`src/rtl/serial_adder_if.sv`:
```
// rtl/serial_adder_if.sv - start/busy/done handshake and operand/result bus of the bit-serial adder
interface serial_adder_if #(
  parameter int WIDTH = 8
);
  logic             start;
  logic [WIDTH-1:0] a;
  logic [WIDTH-1:0] b;
  logic             cin;
  logic             busy;
  logic             done;
  logic [WIDTH-1:0] sum;
  logic             carry;
  logic             err;

  modport master (
    output start, a, b, cin,
    input  busy, done, sum, carry, err
  );

  modport slave (
    input  start, a, b, cin,
    output busy, done, sum, carry, err
  );
endinterface

```
`src/rtl/serial_adder.sv`:
```
// rtl/serial_adder.sv - bit-serial WIDTH-bit adder, one full-adder stage, LSB first
// Optional reference self-check enabled by SERIAL_ADDER_SELFCHECK_EN.
module serial_adder #(
  parameter int WIDTH = 8,
  parameter int CW    = 6
) (
  input  logic           clk,
  input  logic           rst_n,
  serial_adder_if.slave  bus_if
);

  typedef enum logic [1:0] {IDLE, SHIFT, DONE} state_t;

  state_t           state_q;
  logic [WIDTH-1:0] sa_q;
  logic [WIDTH-1:0] sb_q;
  logic [WIDTH-1:0] res_q;
  logic [WIDTH-1:0] sum_q;
  logic [CW-1:0]    cnt_q;
  logic             cr_q;
  logic             busy_q;
  logic             done_q;
  logic             carry_q;

  logic             s_d;
  logic             co_d;
  logic [WIDTH-1:0] res_d;
  logic             last_d;

  // The single full-adder cell fed by the low bits of the operand shifters.
  always_comb begin
    s_d    = sa_q[0] ^ sb_q[0] ^ cr_q;
    co_d   = (sa_q[0] & sb_q[0]) | (cr_q & (sa_q[0] ^ sb_q[0]));
    res_d  = {s_d, res_q[WIDTH-1:1]};
    last_d = (cnt_q == CW'(WIDTH - 1));
  end

`ifdef SERIAL_ADDER_SELFCHECK_EN
  logic [WIDTH:0]   ref_q;
  logic [WIDTH-1:0] op_a_q;
  logic [WIDTH-1:0] op_b_q;
  logic             op_c_q;
  logic             err_q;

  always_ff @(posedge clk or negedge rst_n) begin
    if (!rst_n) begin
      ref_q  <= '0;
      op_a_q <= '0;
      op_b_q <= '0;
      op_c_q <= 1'b0;
      err_q  <= 1'b0;
    end else if (state_q == IDLE && bus_if.start) begin
      ref_q  <= {1'b0, bus_if.a} + {1'b0, bus_if.b} + {{WIDTH{1'b0}}, bus_if.cin};
      op_a_q <= bus_if.a;
      op_b_q <= bus_if.b;
      op_c_q <= bus_if.cin;
      err_q  <= 1'b0;
    end else if (state_q == SHIFT && last_d) begin
      err_q <= ({co_d, res_d} != ref_q);
`ifndef SYNTHESIS
      if ({co_d, res_d} != ref_q)
        $display("serial_adder selfcheck: a=%0h b=%0h cin=%0b result=%0h ref=%0h",
                 op_a_q, op_b_q, op_c_q, {co_d, res_d}, ref_q);
`endif
    end
  end

  assign bus_if.err = err_q;
`else
  assign bus_if.err = 1'b0;
`endif

  always_ff @(posedge clk or negedge rst_n) begin
    if (!rst_n) begin
      state_q <= IDLE;
      sa_q    <= '0;
      sb_q    <= '0;
      res_q   <= '0;
      sum_q   <= '0;
      cnt_q   <= '0;
      cr_q    <= 1'b0;
      busy_q  <= 1'b0;
      done_q  <= 1'b0;
      carry_q <= 1'b0;
    end else begin
      case (state_q)
        IDLE: begin
          done_q <= 1'b0;
          if (bus_if.start) begin
            sa_q    <= bus_if.a;
            sb_q    <= bus_if.b;
            cr_q    <= bus_if.cin;
            cnt_q   <= '0;
            res_q   <= '0;
            busy_q  <= 1'b1;
            state_q <= SHIFT;
          end
        end
        SHIFT: begin
          res_q <= res_d;
          sa_q  <= {1'b0, sa_q[WIDTH-1:1]};
          sb_q  <= {1'b0, sb_q[WIDTH-1:1]};
          cr_q  <= co_d;
          cnt_q <= cnt_q + CW'(1);
          // Outputs are published on the same edge that consumes the MSB.
          if (last_d) begin
            sum_q   <= res_d;
            carry_q <= co_d;
            busy_q  <= 1'b0;
            done_q  <= 1'b1;
            state_q <= DONE;
          end
        end
        DONE: begin
          done_q  <= 1'b0;
          state_q <= IDLE;
        end
        default: begin
          busy_q  <= 1'b0;
          done_q  <= 1'b0;
          state_q <= IDLE;
        end
      endcase
    end
  end

  assign bus_if.busy  = busy_q;
  assign bus_if.done  = done_q;
  assign bus_if.sum   = sum_q;
  assign bus_if.carry = carry_q;

endmodule

```
`src/flat_wrapper.sv`:
```
// flat-port wrapper written by rule: the top's interface ports become plain ports
module serial_adder_flat 
#(
  parameter int WIDTH = 8,
  parameter int CW    = 6
)
  (clk, rst_n, bus_if_start, bus_if_a, bus_if_b, bus_if_cin, bus_if_busy, bus_if_done, bus_if_sum, bus_if_carry, bus_if_err);
  serial_adder_if #(.WIDTH(WIDTH)) bus_if_i ();
  input  logic clk;
  input  logic rst_n;
  input wire logic [$bits(bus_if_i.start)-1:0] bus_if_start;
  input wire logic [$bits(bus_if_i.a)-1:0] bus_if_a;
  input wire logic [$bits(bus_if_i.b)-1:0] bus_if_b;
  input wire logic [$bits(bus_if_i.cin)-1:0] bus_if_cin;
  output wire logic [$bits(bus_if_i.busy)-1:0] bus_if_busy;
  output wire logic [$bits(bus_if_i.done)-1:0] bus_if_done;
  output wire logic [$bits(bus_if_i.sum)-1:0] bus_if_sum;
  output wire logic [$bits(bus_if_i.carry)-1:0] bus_if_carry;
  output wire logic [$bits(bus_if_i.err)-1:0] bus_if_err;
  assign bus_if_i.start = bus_if_start;
  assign bus_if_i.a = bus_if_a;
  assign bus_if_i.b = bus_if_b;
  assign bus_if_i.cin = bus_if_cin;
  assign bus_if_busy = bus_if_i.busy;
  assign bus_if_done = bus_if_i.done;
  assign bus_if_sum = bus_if_i.sum;
  assign bus_if_carry = bus_if_i.carry;
  assign bus_if_err = bus_if_i.err;
  serial_adder #(.WIDTH(WIDTH), .CW(CW)) u_core (.clk(clk), .rst_n(rst_n), .bus_if(bus_if_i));
endmodule
```
`config.mk`:
```
export PLATFORM = sky130hd
export DESIGN_NAME = serial_adder_flat
export DESIGN_NICKNAME = d
export VERILOG_FILES = /design/src/rtl/serial_adder_if.sv /design/src/rtl/serial_adder.sv /design/src/flat_wrapper.sv
export SDC_FILE = /design/constraint.sdc
export NUM_CORES = 1
export LEC_CHECK = 0
export CORE_MARGIN = 2
export CORE_UTILIZATION = 40
export DETAILED_ROUTE_END_ITERATION = 16
export PLACE_DENSITY_LB_ADDON = 0.15
export SYNTH_ARGS = -nofsm -noshare
export SYNTH_HDL_FRONTEND = slang
export SYNTH_SLANG_ARGS = --single-unit
```
`constraint.sdc`:
```
create_clock -name clk -period 3.33 [get_ports clk]
set_clock_uncertainty 0.15 [all_clocks]
set_input_delay 0.8325 -clock clk [delete_from_list [all_inputs] [get_ports clk]]
set_output_delay 0.8325 -clock clk [all_outputs]
set_load 0.05 [all_outputs]
```
Word level (Yosys, flattened, before mapping):

Cells that the tools add are included.

* logic and storage cells: 46
* register bits: 44
* bits of input ports: 20
* output and inout bits: 12

* $add $sub $neg: 1
* bitwise logic cells: 6
* reduce and logical (&&, ||, !) cells: 6
* mux-type cells: 18
* eq/ne operators: 5

Operator list (count)
* $pmux 8 s2: 3
* $mux 8: 3
* $pmux 6 s2: 1
* $add 6x1->6 const B: 1
* $eq 6x3->1 const B: 1
* $mux 6: 1
* $reduce_and 2->1: 3
* $mux 1: 5
* $mux 2: 2
* $pmux 2 s2: 1
* $pmux 1 s3: 1
* $reduce_and 3->1: 1
* $and 1x1->1: 2
* $eq 2x1->1 const B: 1
* $eq 2x2->1 const B: 1
* $logic_not 2->1: 1
* $ne 2x1->1 const B: 1
* $ne 2x2->1 const B: 1
* $pmux 1 s2: 1
* $reduce_bool 2->1: 1
* $xor 1x1->1: 2
* $not 1->1: 1
* $or 1x1->1: 1

Logic depth before layout (Yosys ltp):

Gate-level depths: netlist of the first run.

* depth in word-level cells: 4
* mapped depth: 5
* gate-level depth less buffers: 5

Least setup slack after synthesis of the first run:

OpenSTA, ideal clock, no wires.

* path type: input to register
* start: input port bus_if_start
* end: register u_core.cr_q
* library setup time: 0.135 ns
* required time: 3.045 ns
* data arrival time: 1.507 ns
* stages: 5
* path slack: 1.538 ns
* buffers on the path: 2
* path through: buf_2 > clkbuf_1 > nor2b_1 > a21oi_1 > o21ai_0

* longest elaborated chain between the ends: 2

Ends and longest elaborated chain
* from (decl): line flat_wrapper.sv:11 `input wire logic [$bits(bus_if_i.start)-1:0] bus_if_start;`
* $ne 2x2->1 (no source line)
* $reduce_and 2->1 (no source line)
* to (signal assigned): line serial_adder.sv:92 `cr_q <= bus_if.cin;`
* to (signal assigned): line serial_adder.sv:103 `cr_q <= co_d;`
* to (decl): line serial_adder.sv:20 `logic cr_q;`

No other way between the ends.
A chain may end at the register's enable or synchronous reset.

Worst setup path after layout of the first run:

* start: register u_core.busy_q (netlist: u_core.bus_if.busy)
* end: output port bus_if_busy

RTL lines
* from (decl): line serial_adder.sv:21 `logic busy_q;`
* from (signal assigned): line serial_adder.sv:82 `busy_q <= 1'b0;`
* from (signal assigned): line serial_adder.sv:95 `busy_q <= 1'b1;`
* from (signal assigned): line serial_adder.sv:109 `busy_q <= 1'b0;`
* to (decl): line flat_wrapper.sv:15 `output wire logic [$bits(bus_if_i.busy)-1:0] bus_if_busy;`

No word-level cell between the ends.

==> results.py, run 1 <==
metrics = {
    "critical_path": {
        "cp.arrival_ps": 1480,
        "cp_max_fo": 3,
        "critPathKind": "reg -> out",
        "start_kind": "register",
        "end_kind": "primary output",
        "cp_cell_sequence": "clkdlybuf4s50_1",
        "slowest_stage": "clkdlybuf4s50_1",
        "cpPeakStageDelay_ps": 810,
        "critical-path-top-delay-family": "buffers and inverters",
        "required_ps": 2350,
        "worst-path-buf-inv": 1,
    },
    "cells_and_area": {
        "final_nets": 225,
        "diodes": 0,
        "final-instance-count-excl-fill": 258,
        "area_growth_syn_to_layout_pct": 22.8,
        "drive_gt1_frac": 0.127,
    },
    "drt": {
        "drt-vias-per-instance": 5.49,
        "antenna_left": 0,
        "totalWireLength_um": 3980,
        "drc": 0,
        "drt_iter0_drc": 92,
        "drt_pass1_iterations": 4,
        "vias": 1416,
        "wl_per_cell_um": 15.4,
    },
    "power_and_ir_drop": {
        "combinationalPowerShare": 0.086,
        "seqPwrFrac": 0.524,
        "p_clk_frac": 0.390,
        "netSwitchingFraction": 0.235,
        "p_sw_mw": 0.247,
        "p_per_area_nw_per_um2": 439,
        "p_leak_nw": 1.06,
        "ir_drop_uv": 215,
        "p_int_mw": 0.801,
    },
    "grt": {
        "grt_overflow": 0,
        "track_usage": 0.165,
        "grt_max_degree": 44,
        "grt_pass1_vias": 1376,
        "grt_pass1_wl_um": 6800,
        "antenna_found_initial": 0,
    },
    "timing": {
        "finalHoldViolCount": 0,
        "worstMarginPinSlew_ps": 952,
        "setup_tns_ps": 0,
        "max_freq_mhz": 407,
        "drv_slew": 0,
        "period_minus_slack_ps": 2460,
        "post-route-period-util": 0.739,
        "setup_violations": 0,
        "maxSlewHeadroom": 0.366,
        "grt_setup_unrepaired": "no",
    },
    "floorplanning": {
        "initial_utilization": 0.414,
        "die_area_um2": 5430,
        "row_count": 25,
        "io_pins": 32,
        "dieWidth_um": 73.7,
        "die_h_um": 73.7,
        "fp.coreArea_um2": 4690,
    },
    "clock_network": {
        "cts_resized": 0,
        "clkSinkCount": 43,
        "htreeDepth": 2,
        "hold_buffers": 0,
        "cts_tree": "done",
        "cts_setup_buffers": 0,
        "cts.path.max_buffers": 2,
        "cts_made_buffers": 5,
        "insertion_delay_ps": 290,
        "cts_root_buffer": "clkbuf_8",
        "cts.clk_slew.worst_paths_ps": 90,
    },
    "synthesis": {
        "synth_top_area_cell": "dfrtp_1",
        "synth_top_area_frac": 0.553,
        "synth.area.top_cells": "dfrtp_1, nor2b_1, a22oi_1",
        "synth_top_family_by_area": "compound AO/OA/AOI/OAI gates",
        "synth_xor_area_frac": 0,
        "syn_area_per_cell_um2": 11.1,
        "syn_inst": 175,
        "async_flop_share": 1.00,
        "yosys.area_share.adder": 0.0167,
        "synth_area_um2": 1940,
        "synth-edff-count": 0,
        "ys.flop_type": "dfrtp_1",
        "yosys_warnings": 0,
        "synthMuxAreaShare": 0.0682,
        "synth_seq_area_share": 0.553,
        "synth_compound_area_frac": 0.214,
        "synth_cell_types": 32,
        "yosys.area_share.simple": 0.110,
        "yosysMostFrequentCell": "dfrtp_1",
        "synth_nets": 197,
        "synth_seq_cells": 43,
        "synth_common_cells": "dfrtp_1, nor2b_1, o21ai_0",
    },
    "placed_design": {
        "dp_hpwl_um": 2580,
        "dp.cells": 250,
        "io_buffers": 30,
        "gp_congestion": 0.715,
    },
    "worst_hold_path": {
        "hold_class": "reg -> reg",
    },
    "outcome": {
        "run_status": "finished clean",
    },
    "flow_run": {
        "cap_violations": 0,
    },
}
-- state kept, by name, summed over array words and instances, names as in the netlist --
signal	count
u_core.sb_q	8
u_core.bus_if.sum	8
u_core.bus_if.carry	1
u_core.sa_q	8
u_core.state_q	2
u_core.cr_q	1
u_core.bus_if.busy	1
u_core.res_q	7
u_core.bus_if.done	1
u_core.cnt_q	6
-- cells in the final DEF, fill, tap and decap left out, types with 2 or more instances in the layout --
cell / netlist / routed
nand3_1: 2 / 2
nor2_1: 2 / 2
clkbuf_8: 0 / 5
clkdlybuf4s50_1: 0 / 29
nor2b_1: 19 / 19
dfrtp_1: 43 / 43
nand2b_1: 2 / 2
mux2_2: 9 / 9
a22o_1: 9 / 9
mux2i_1: 2 / 2
buf_4: 1 / 4
nand2_1: 6 / 6
a21oi_1: 17 / 17
a22oi_1: 15 / 15
o21ai_1: 2 / 2
o21ai_0: 18 / 18
nor3_1: 2 / 2
-- final cells by class --
type                    count  area [um^2]
clock buffers               5         68.8
clock inverters             3         43.8
fillers                   421         2300
inverters                   2         7.51
multi-input cells         117          798
flip-flops and latches     43         1080
well taps                  54         67.6
repair buffers             34          325
-- power by group through the flow --
stage                     Clock [mW]  Combinational (mW)  Sequential (mW)
after CTS                      0.418              0.0923            0.549
after global placement             0              0.0891            0.559
after global routing           0.445               0.103            0.552
after floorplan                    0              0.0486            0.556
after detailed placement           0              0.0918            0.560
final                          0.409              0.0901            0.549
-- kinds of logic after synthesis --
family          after synthesis
simple gates                 36
flops                        43
buf+inv                      15
fa+ha+maj                     2
compound gates               66
other cells                   1
mux                          12
-- metrics by stage --
step	utilization	area, um^2	worst slack, ps	power, mW	hold slack, ps
final	0.509	2390	870	1.05	348
after CTS	0.509	2390	849	1.06	344
after floorplan	-	1940	1540	0.604	293
after global placement	0.485	2270	860	0.648	318
after global routing	0.509	2390	803	1.10	352
after detailed placement	0.485	2270	784	0.651	326
-- final timing paths --
path                               startpoint              endpoint  cells past startpoint  slack, ps
max reg2reg                 u_core.state_q[0]  u_core.bus_if.sum[0]                      4       1330
min in group asynchronous               rst_n    u_core.bus_if.busy                      1        530
min                           u_core.cnt_q[5]       u_core.cnt_q[5]                      1        350
min reg2reg                   u_core.cnt_q[5]       u_core.cnt_q[5]                      1        350
max in group asynchronous               rst_n        u_core.sb_q[5]                      1       1900
max                        u_core.bus_if.busy           bus_if_busy                      1        870
-- routing by layer --
layer,global-route usage,share of wire
met3,0.0480,0.046
met2,0.235,0.46
met4,0.0424,0.0043
met5,0,0
met1,0.247,0.49
(Power assumes the default switching activity.)
==> run 2: changes to the inputs <==
- clock period: 3.33 -> 2.2 ns (I/O delays scaled with it)
==> run 2 against run 1 <==
  * Die area unchanged
  * Cell count up 0.78%
  * Global-route usage down 0.70 points
  * Core utilization down 0.053 points
  * Sequential cell count unchanged
  * Non-clock buffer count up 3
==> results.py, run 2 (synthesis results as in run 1) <==
metrics = {
    "outcome": {
        "run_status": "finished clean",
    },
    "cells_and_area": {
        "finalInstanceArea_um2": 2380,
        "fillerInstances": 453,
        "area_growth_syn_to_layout_pct": 22.7,
        "multi_input_area_um2": 798,
        "seq_area_um2": 1080,
        "diodes": 0,
        "layout_common_cells": "dfrtp_1, nor2b_1, o21ai_0, clkdlybuf4s50_1",
        "drive_gt1_frac": 0.184,
        "postLayoutCoreUtil": 0.508,
        "final_common_cell": "dfrtp_1",
        "final_nets": 228,
    },
    "flow_run": {
        "cap_violations": 0,
    },
    "clock_network": {
        "insertion_delay_ps": 290,
        "cts_made_buffers": 5,
        "cts_resized": 0,
        "cts_tree": "done",
        "cts.clk_slew.worst_paths_ps": 80,
        "cts_root_buffer": "clkbuf_8",
        "clkSinkCount": 43,
        "cts.path.max_buffers": 2,
        "hold_buffers": 0,
        "htreeDepth": 2,
        "cts_setup_buffers": 0,
    },
    "grt": {
        "grt_use_met3": 0.0370,
        "antenna_found_initial": 0,
        "grt_pass1_wl_um": 6640,
        "grtUsageMet1": 0.220,
        "grt_overflow": 0,
        "grt_pass1_vias": 1413,
        "grt_max_degree": 44,
        "grt_busiest_layer": "met2",
        "track_usage": 0.158,
        "use_met2": 0.247,
    },
    "power_and_ir_drop": {
        "p_clk_frac": 0.375,
        "seqPwrFrac": 0.529,
        "netSwitchingFraction": 0.223,
        "p_sw_mw": 0.347,
        "power_mw": 1.56,
        "ir_drop_uv": 299,
        "p_int_mw": 1.21,
        "combinationalPowerShare": 0.095,
        "p_per_area_nw_per_um2": 654,
        "p_leak_nw": 1.09,
    },
    "placed_design": {
        "dp_hpwl_um": 2660,
        "dp_slack_ps": 55.9,
        "placed_area_um2": 2280,
        "io_buffers": 30,
        "gp_congestion": 0.759,
    },
    "critical_path": {
        "end_kind": "register",
        "worst-path-buf-inv": 1,
        "critical-path-top-delay-family": "compound AO/OA/AOI/OAI gates",
        "cpPeakStageDelay_ps": 630,
        "cp_max_fo": 11,
        "critPathKind": "in -> reg",
        "slowest_stage": "o21bai_1",
        "start_kind": "input port",
        "required_ps": 2230,
        "cp.arrival_ps": 1840,
        "cp_cell_sequence": "clkdlybuf4s50_1 > o21bai_1 > nand2_1 > o311ai_0",
    },
    "timing": {
        "maxSlewHeadroom": 0.486,
        "setup_tns_ps": 0,
        "post-route-period-util": 0.822,
        "grt_setup_unrepaired": "no",
        "drv_slew": 0,
        "max_freq_mhz": 553,
        "postLayoutSetupSlackWorst_ps": 392,
        "period_minus_slack_ps": 1810,
        "finalHoldViolCount": 0,
        "setup_violations": 0,
        "worstMarginPinSlew_ps": 769,
    },
    "worst_hold_path": {
        "hold_class": "in -> async",
    },
    "drt": {
        "vias": 1454,
        "totalWireLength_um": 3960,
        "wl_per_cell_um": 15.2,
        "drc": 0,
        "drt_pass1_iterations": 4,
        "drt-vias-per-instance": 5.59,
        "antenna_left": 0,
        "drt_iter0_drc": 82,
    },
    "floorplanning": {
        "die_area_um2": 5430,
        "dieWidth_um": 73.7,
        "die_h_um": 73.7,
        "fp.coreArea_um2": 4690,
        "initial_utilization": 0.414,
        "io_pins": 32,
        "row_count": 25,
    },
}
run 2: cell count changes in the layout (fill, tap and decap cells not counted), sizes merged:
cell	change
buf	+14
clkdlybuf4s50	-11
clkinv	-2
clkbuf	+1
run 2: layout make-up:
class	count	area share
inverters	2	0.00315
clock buffers	6	0.0304
clock inverters	1	0.0126
multi-input cells	117	0.335
well taps	54	0.0283
flip-flops and latches	43	0.451
repair buffers	37	0.140
run 2: worst reg2reg max path, stage by stage, from the launching register on:
cell	delay (ps)
dfrtp_1	440
nor3_1	390
nand2_4	180
inv_2	90
mux2_1	320
run 2: worst paths after layout:
path	start	end	slack, ps	cells past startpoint
hold / removal	rst_n	u_core.bus_if.done	170	2
max in group asynchronous	rst_n	u_core.bus_if.sum[3]	1350	2
hold reg to reg	u_core.cnt_q[5]	u_core.cnt_q[5]	350	1
min in group clk	u_core.cnt_q[5]	u_core.cnt_q[5]	350	1
setup reg to reg	u_core.cnt_q[3]	u_core.bus_if.sum[0]	510	4
setup / recovery	bus_if_start	u_core.cnt_q[3]	390	4
run 2: per-stage QoR:
stage                     hold slack, ps  instances
final                                167        260
after global routing                 223        260
after CTS                            194        260
after detailed placement             331        253
after global placement               312        253
after floorplan                      104        175
run 2: power groups by stage:
stage          Combinational, mW  Sequential, mW  Clock (mW)
2_1_floorplan             0.0735           0.841           0
3_3_place_gp               0.147           0.840           0
3_5_place_dp               0.152           0.841           0
4_1_cts                    0.152           0.825       0.599
5_1_grt                    0.167           0.829       0.630
6_report                   0.149           0.826       0.585
run 2: metal layers:
layer	wire (um)	vias up
met5	0	-
met4	61	0
met3	158	8
met2	1870	31
met1	1870	724
li1	-	691
==> RTL change 1 (flow settings as in run 2) <==
The option `SERIAL_ADDER_SELFCHECK_EN` is turned on by a define.
--- a/src/rtl/serial_adder.sv
+++ b/src/rtl/serial_adder.sv
@@ -1,5 +1,7 @@
 // rtl/serial_adder.sv - bit-serial WIDTH-bit adder, one full-adder stage, LSB first
 // Optional reference self-check enabled by SERIAL_ADDER_SELFCHECK_EN.
+`define SERIAL_ADDER_SELFCHECK_EN
+
 module serial_adder #(
   parameter int WIDTH = 8,
   parameter int CW    = 6
Check against the original RTL: no difference found for any inputs over 10 cycles, from zero or initial values and one cycle with rst_n low; that may be too few to reach the edited logic, so the function may still have changed.
==> RTL change 1 against run 2 <==
Sequential cell count rose by 10; maximum frequency fell by 17%; setup slack got worse by 0.36 ns; final area rose by 43%; total power rose to 2.8 times the old value; count of clock-buffer cells in the layout fell by 1; non-clock buffer count rose by 23; area after synthesis rose by 42%; wire length rose by 58%; largest power group is now combinational cells; synthesized cell count rose by 48%.
==> RTL change 1: results (changes against run 2) <==
metric,value,unit,change
first-pass GRT wire length,10.3,mm,was 6.64 mm
worst setup path endpoint,u_core.ref_q[6]$_DFFE_PN0P_,,was u_core.cnt_q[3]$_DFFE_PN0P_
Sw Ratio,0.407,,was 0.223
Port Buffers,31,,was 30
drt wl/cell,16.0,um,was 15.2 um
Seq Cell Count,53,,was 43
crit path DAT,2.25,ns,was 1.84 ns
drt pass-1 iters,4,,unchanged
largest cells by area after synthesis,"dfrtp_1 48%, o21ai_0 5.5%, a22oi_1 4.1%",,"was dfrtp_1 55%, nor2b_1 6.1%, a22oi_1 5.8%"
CP Launch Point,bus_if_cin,,was bus_if_start
clk cell area share,0.0337,,was 0.0430
H-Tree Depth,2,,unchanged
via count,2151,,was 1454
Root Driver,clkbuf_8,,unchanged
static leakage power,1.51,nW,was 1.09 nW
First DRT Iteration DRCs,128,,was 82
gr usage total,0.174,,was 0.158
"Reg clk slew, reported paths",0.11,ns,was 0.08 ns
crit path max fanout,2,,was 11
Num CTS Buffers,5,,unchanged
Synth top cells by count,"53 x dfrtp_1, 30 x o21ai_0, 16 x a21oi_1, 16 x nand2_1, 15 x a22oi_1",,"was 43 x dfrtp_1, 19 x nor2b_1, 18 x o21ai_0"
clk buf depth,2,,unchanged
Nets,343,,was 228
Biggest register,u_core.ref_q,,
peak supply drop,0.396,mV,was 0.299 mV
Min-Delay Path Class,in2async,,unchanged
Slew HR,0.720,,was 0.486
Cell variety after synth,41,,was 32
fraction of layout cells with a size suffix above 1,0.233,,was 0.184
Filler Cell Count,621,,was 453
largest net degree at the start of global routing,54,,was 44
fraction of area in multi-input gates,0.400,,was 0.335
clock latency on the worst-skew pair,0.31,ns,was 0.29 ns
Ys Warns,0,,unchanged
syn_nets,290,,was 197
R2R setup slack,0.23,ns,was 0.51 ns
Non-clock buffer share,0.146,,was 0.140
"Seq/Total Area, Yosys",0.482,,was 0.553
DPL Wire Length,4.45,mm,was 2.66 mm
Reg-to-Reg End,u_core.bus_if.err$_DFFE_PN0P_,,was u_core.bus_if.sum[0]$_DFFE_PN0P_
worst reg-to-reg path cell count,5,,was 4
status,"finished, final reports clean",,unchanged
vias in the first global route,2109,,was 1413
reg2reg start,u_core.cr_q$_DFFE_PN0P_,,was u_core.cnt_q[3]$_DFFE_PN0P_
Seq/total area,0.388,,was 0.451
ys async rst share,1.00,,unchanged
multi-input gate count,190,,was 117
GP Congestion,0.786,,was 0.759
Signal buffers,60,,was 37
==> RTL change 1: worst max-delay path, stage by stage <==
cell and delay [ns]:
buf_2 0.12, fa_2 0.40, fa_2 0.37, a211oi_4 0.24, buf_4 0.15, o21ai_0 0.08
nor2b_1 0.13, o31ai_1 0.20
==> RTL change 1: power groups by stage <==
| stage | Clock (W) | Combinational (W) | Sequential (W) |
|---|---|---|---|
| after detailed placement | 0 | 0.00192 | 0.00173 |
| after floorplan | 0 | 0.00102 | 0.00201 |
| final | 0.000692 | 0.00192 | 0.00170 |
| after global placement | 0 | 0.00190 | 0.00172 |
| after CTS | 0.000704 | 0.00193 | 0.00171 |
| after global routing | 0.000744 | 0.00210 | 0.00177 |
==> RTL change 1: metrics by stage <==
step                instances  worst slack [ns]  hold slack [ns]  instance area, um2
global route              393           -0.0755           0.0791                3420
detailed placement        383            -0.626            0.337                3290
finish                    393            0.0278           0.0546                3420
floorplan                 259           -0.0542            0.104                2760
global placement          383            -0.612            0.330                3290
CTS                       392            0.0133           0.0735                3390
==> RTL change 1: metal layers <==
metal,routed length [um],vias up,GRT usage
met5,0,-,0
met1,2890,1038,0.235
met3,232,10,0.0313
met4,118,0,0.0497
li1,-,1053,-
met2,3030,50,0.287
==> RTL change 1: repair_timing <==
item / 4_1_cts / 5_1_grt
hold buffers: 0 / 0
cloned: 0 / 0
endpoints found under the setup margin: 5 / 2
pin swaps: 7 / 1
buffers inserted: 1 / 1
resized for setup: 14 / 4
==> RTL change 1: logic make-up after synthesis <==
family,count (synthesis),share of synthesized area
compound gates,90,0.209
simple gates,68,0.144
flops,53,0.482
buf+inv,16,0.0305
mux,11,0.0441
fa+ha+maj,11,0.0582
xor+xnor,10,0.0318
==> RTL change 2 (flow settings as in run 2) <==
Made on the original files. Encoding of `state_t`: now one-hot (3 bits for 3 states).
--- a/src/rtl/serial_adder.sv
+++ b/src/rtl/serial_adder.sv
@@ -9,7 +9,7 @@
   serial_adder_if.slave  bus_if
 );
 
-  typedef enum logic [1:0] {IDLE, SHIFT, DONE} state_t;
+  typedef enum logic [2:0] {IDLE = 3'b001, SHIFT = 3'b010, DONE = 3'b100} state_t;
 
   state_t           state_q;
   logic [WIDTH-1:0] sa_q;
Behaviour: no difference found for any inputs over 10 cycles, from zero or initial values and one cycle with rst_n low; not proved beyond that.
==> RTL change 2 against run 2 <==
First-iteration DRC count grew 33%; die area down 2.3%; sequential cell count is 1 higher; setup slack lost 0.34 ns; wire length down 2.2%; count of clock-buffer cells in the layout is 1 lower; area after synthesis decreased by 2.4%; final area is 1.9% lower; hold slack worse by 0.14 ns; critical endpoint is now bus_if_sum[3]; largest cell class unchanged; highest routed layer unchanged.
Power is not compared: it rests on default switching activity, and its combinational part moved more than twofold at a synthesized area within 25%.
==> RTL change 2: results (changes against run 2) <==
metric,value,unit,change
GR Util met3,0.0345,,was 0.0370
vias in the first global route,1387,,was 1413
XOR/XNOR Fraction of Synth Area,0,,unchanged
GP Congestion,0.775,,was 0.759
# diodes,0,,unchanged
syn_nets,178,,was 197
CP max-delay cell,clkdlybuf4s50_1,,was o21bai_1
crit path max fanout,2,,was 11
DPL Wire Length,2.74,mm,was 2.66 mm
Post-CTS Setup Inserts,0,,unchanged
Nets,211,,was 228
via/cell ratio,5.60,,was 5.59
Ys Warns,0,,unchanged
critical path's top delay family,buffers and inverters,,was compound AO/OA/AOI/OAI gates
fraction of layout cells with a size suffix above 1,0.221,,was 0.184
drt pass-1 iters,4,,unchanged
First DRT Iteration DRCs,109,,was 82
Port Buffers,30,,unchanged
clock latency on the worst-skew pair,0.30,ns,
crit path DAT,1.45,ns,was 1.84 ns
Cell variety after synth,36,,was 32
largest net degree at the start of global routing,22,,was 44
GR met1 Demand/Resource,0.218,,was 0.220
CP max stage delay,0.80,ns,was 0.63 ns
ys async rst share,1.00,,unchanged
"Reg clk slew, reported paths",0.09,ns,
Area after DPL,2230,um2,was 2280 um2
post-synthesis adder-cell area fraction,0.0171,,was 0.0167
Filler Cell Count,420,,was 453
largest cells by area after synthesis,"dfrtp_1 57%, mux2_2 5.3%, o22ai_1 4.9%",,"was dfrtp_1 55%, nor2b_1 6.1%, a22oi_1 5.8%"
first-pass GRT wire length,6.62,mm,was 6.64 mm
status,"finished, final reports clean",,unchanged
mux cell area share after synthesis,0.0639,,was 0.0682
Compound-Gate Fraction of Synth Area,0.132,,was 0.214
final wirelength,3.88,mm,was 3.96 mm
Worst-Margin Slew,0.808,ns,was 0.769 ns
Synth top cells by count,"43 x dfrtp_1, 17 x nor2_1, 15 x nor3_1, 15 x o22ai_1, 10 x a22o_1",,"was 43 x dfrtp_1, 19 x nor2b_1, 18 x o21ai_0"
gr usage total,0.165,,was 0.158
Root Driver,clkbuf_8,,unchanged
"Seq/Total Area, Yosys",0.581,,was 0.553
met2 Use GR,0.261,,was 0.247
RTL change 2: cell types whose count changed after synthesis, moves of 2 or more:
cell	change
o22ai_1	+14
or3_1	+2
nor2b_1	-19
o21ai_1	-2
nor3_1	+13
nand2_1	-4
a22oi_1	-15
nor2_1	+15
nor3b_1	+2
nand2b_1	-2
o21ai_0	-15
a21oi_1	-16
and4bb_2	+2
buf_2	-3
RTL change 2: per-layer routing:
| metal | vias up | wire [um] |
|---|---|---|
| met5 | - | 0 |
| met3 | 7 | 183 |
| li1 | 638 | - |
| met2 | 37 | 1900 |
| met4 | 0 | 72 |
| met1 | 684 | 1720 |
RTL change 2: logic make-up after synthesis:
group / after synthesis
AND/OR/NAND/NOR: 52
buffers and inverters: 13
other: 1
AO/OA/AOI/OAI: 33
adder cells (fa/ha/maj): 2
flip-flops: 44
multiplexers: 11
RTL change 2: layout make-up:
type | count | area (um2) | share of cell area
Inverter | 2 | 7.51 | 0.00321
Timing Repair Buffer | 37 | 325 | 0.139
Sequential cell | 44 | 1100 | 0.471
Clock buffer | 5 | 68.8 | 0.0294
Multi-Input combinational cell | 99 | 726 | 0.310
Clock inverter | 3 | 42.5 | 0.0182
Tap cell | 54 | 67.6 | 0.0289
RTL change 2: metrics by stage:
stage          hold WS, ns  power, W  instances  setup TNS [ns]  setup WS [ns]
6_report            0.0291   0.00253        244               0         0.0519
5_1_grt             0.0540   0.00270        244               0         0.0111
4_1_cts             0.0356   0.00256        244               0         0.0347
3_5_place_dp         0.345   0.00194        236           -1.02         -0.116
3_3_place_gp         0.334   0.00189        236          -0.528        -0.0500
2_1_floorplan        0.104   0.00172        156               0          0.581
RTL change 2: path summary, 6_finish.rpt:
path	depth (start not counted)	from	end	slack (ns)
max	1	u_core.bus_if.sum[3]$_DFFE_PN0P_	bus_if_sum[3]	0.05
min	1	rst_n	u_core.bus_if.sum[7]$_DFFE_PN0P_	0.03
max reg2reg	3	u_core.state_q[2]$_DFFE_PN0P_	u_core.cnt_q[2]$_DFFE_PN0P_	0.37
min reg2reg	1	u_core.bus_if.sum[1]$_DFFE_PN0P_	u_core.bus_if.sum[1]$_DFFE_PN0P_	0.36
max in group asynchronous	2	rst_n	u_core.cnt_q[4]$_DFFE_PN0P_	1.30
min in group clk	1	u_core.bus_if.sum[1]$_DFFE_PN0P_	u_core.bus_if.sum[1]$_DFFE_PN0P_	0.36
RTL change 2: power by group:
part / internal [W] / total [W] / switching (W)
Sequential: 0.00103 / 0.00119 / 0.000161
Clock: 0.000336 / 0.000613 / 0.000277
Combinational: 0.000323 / 0.000729 / 0.000406
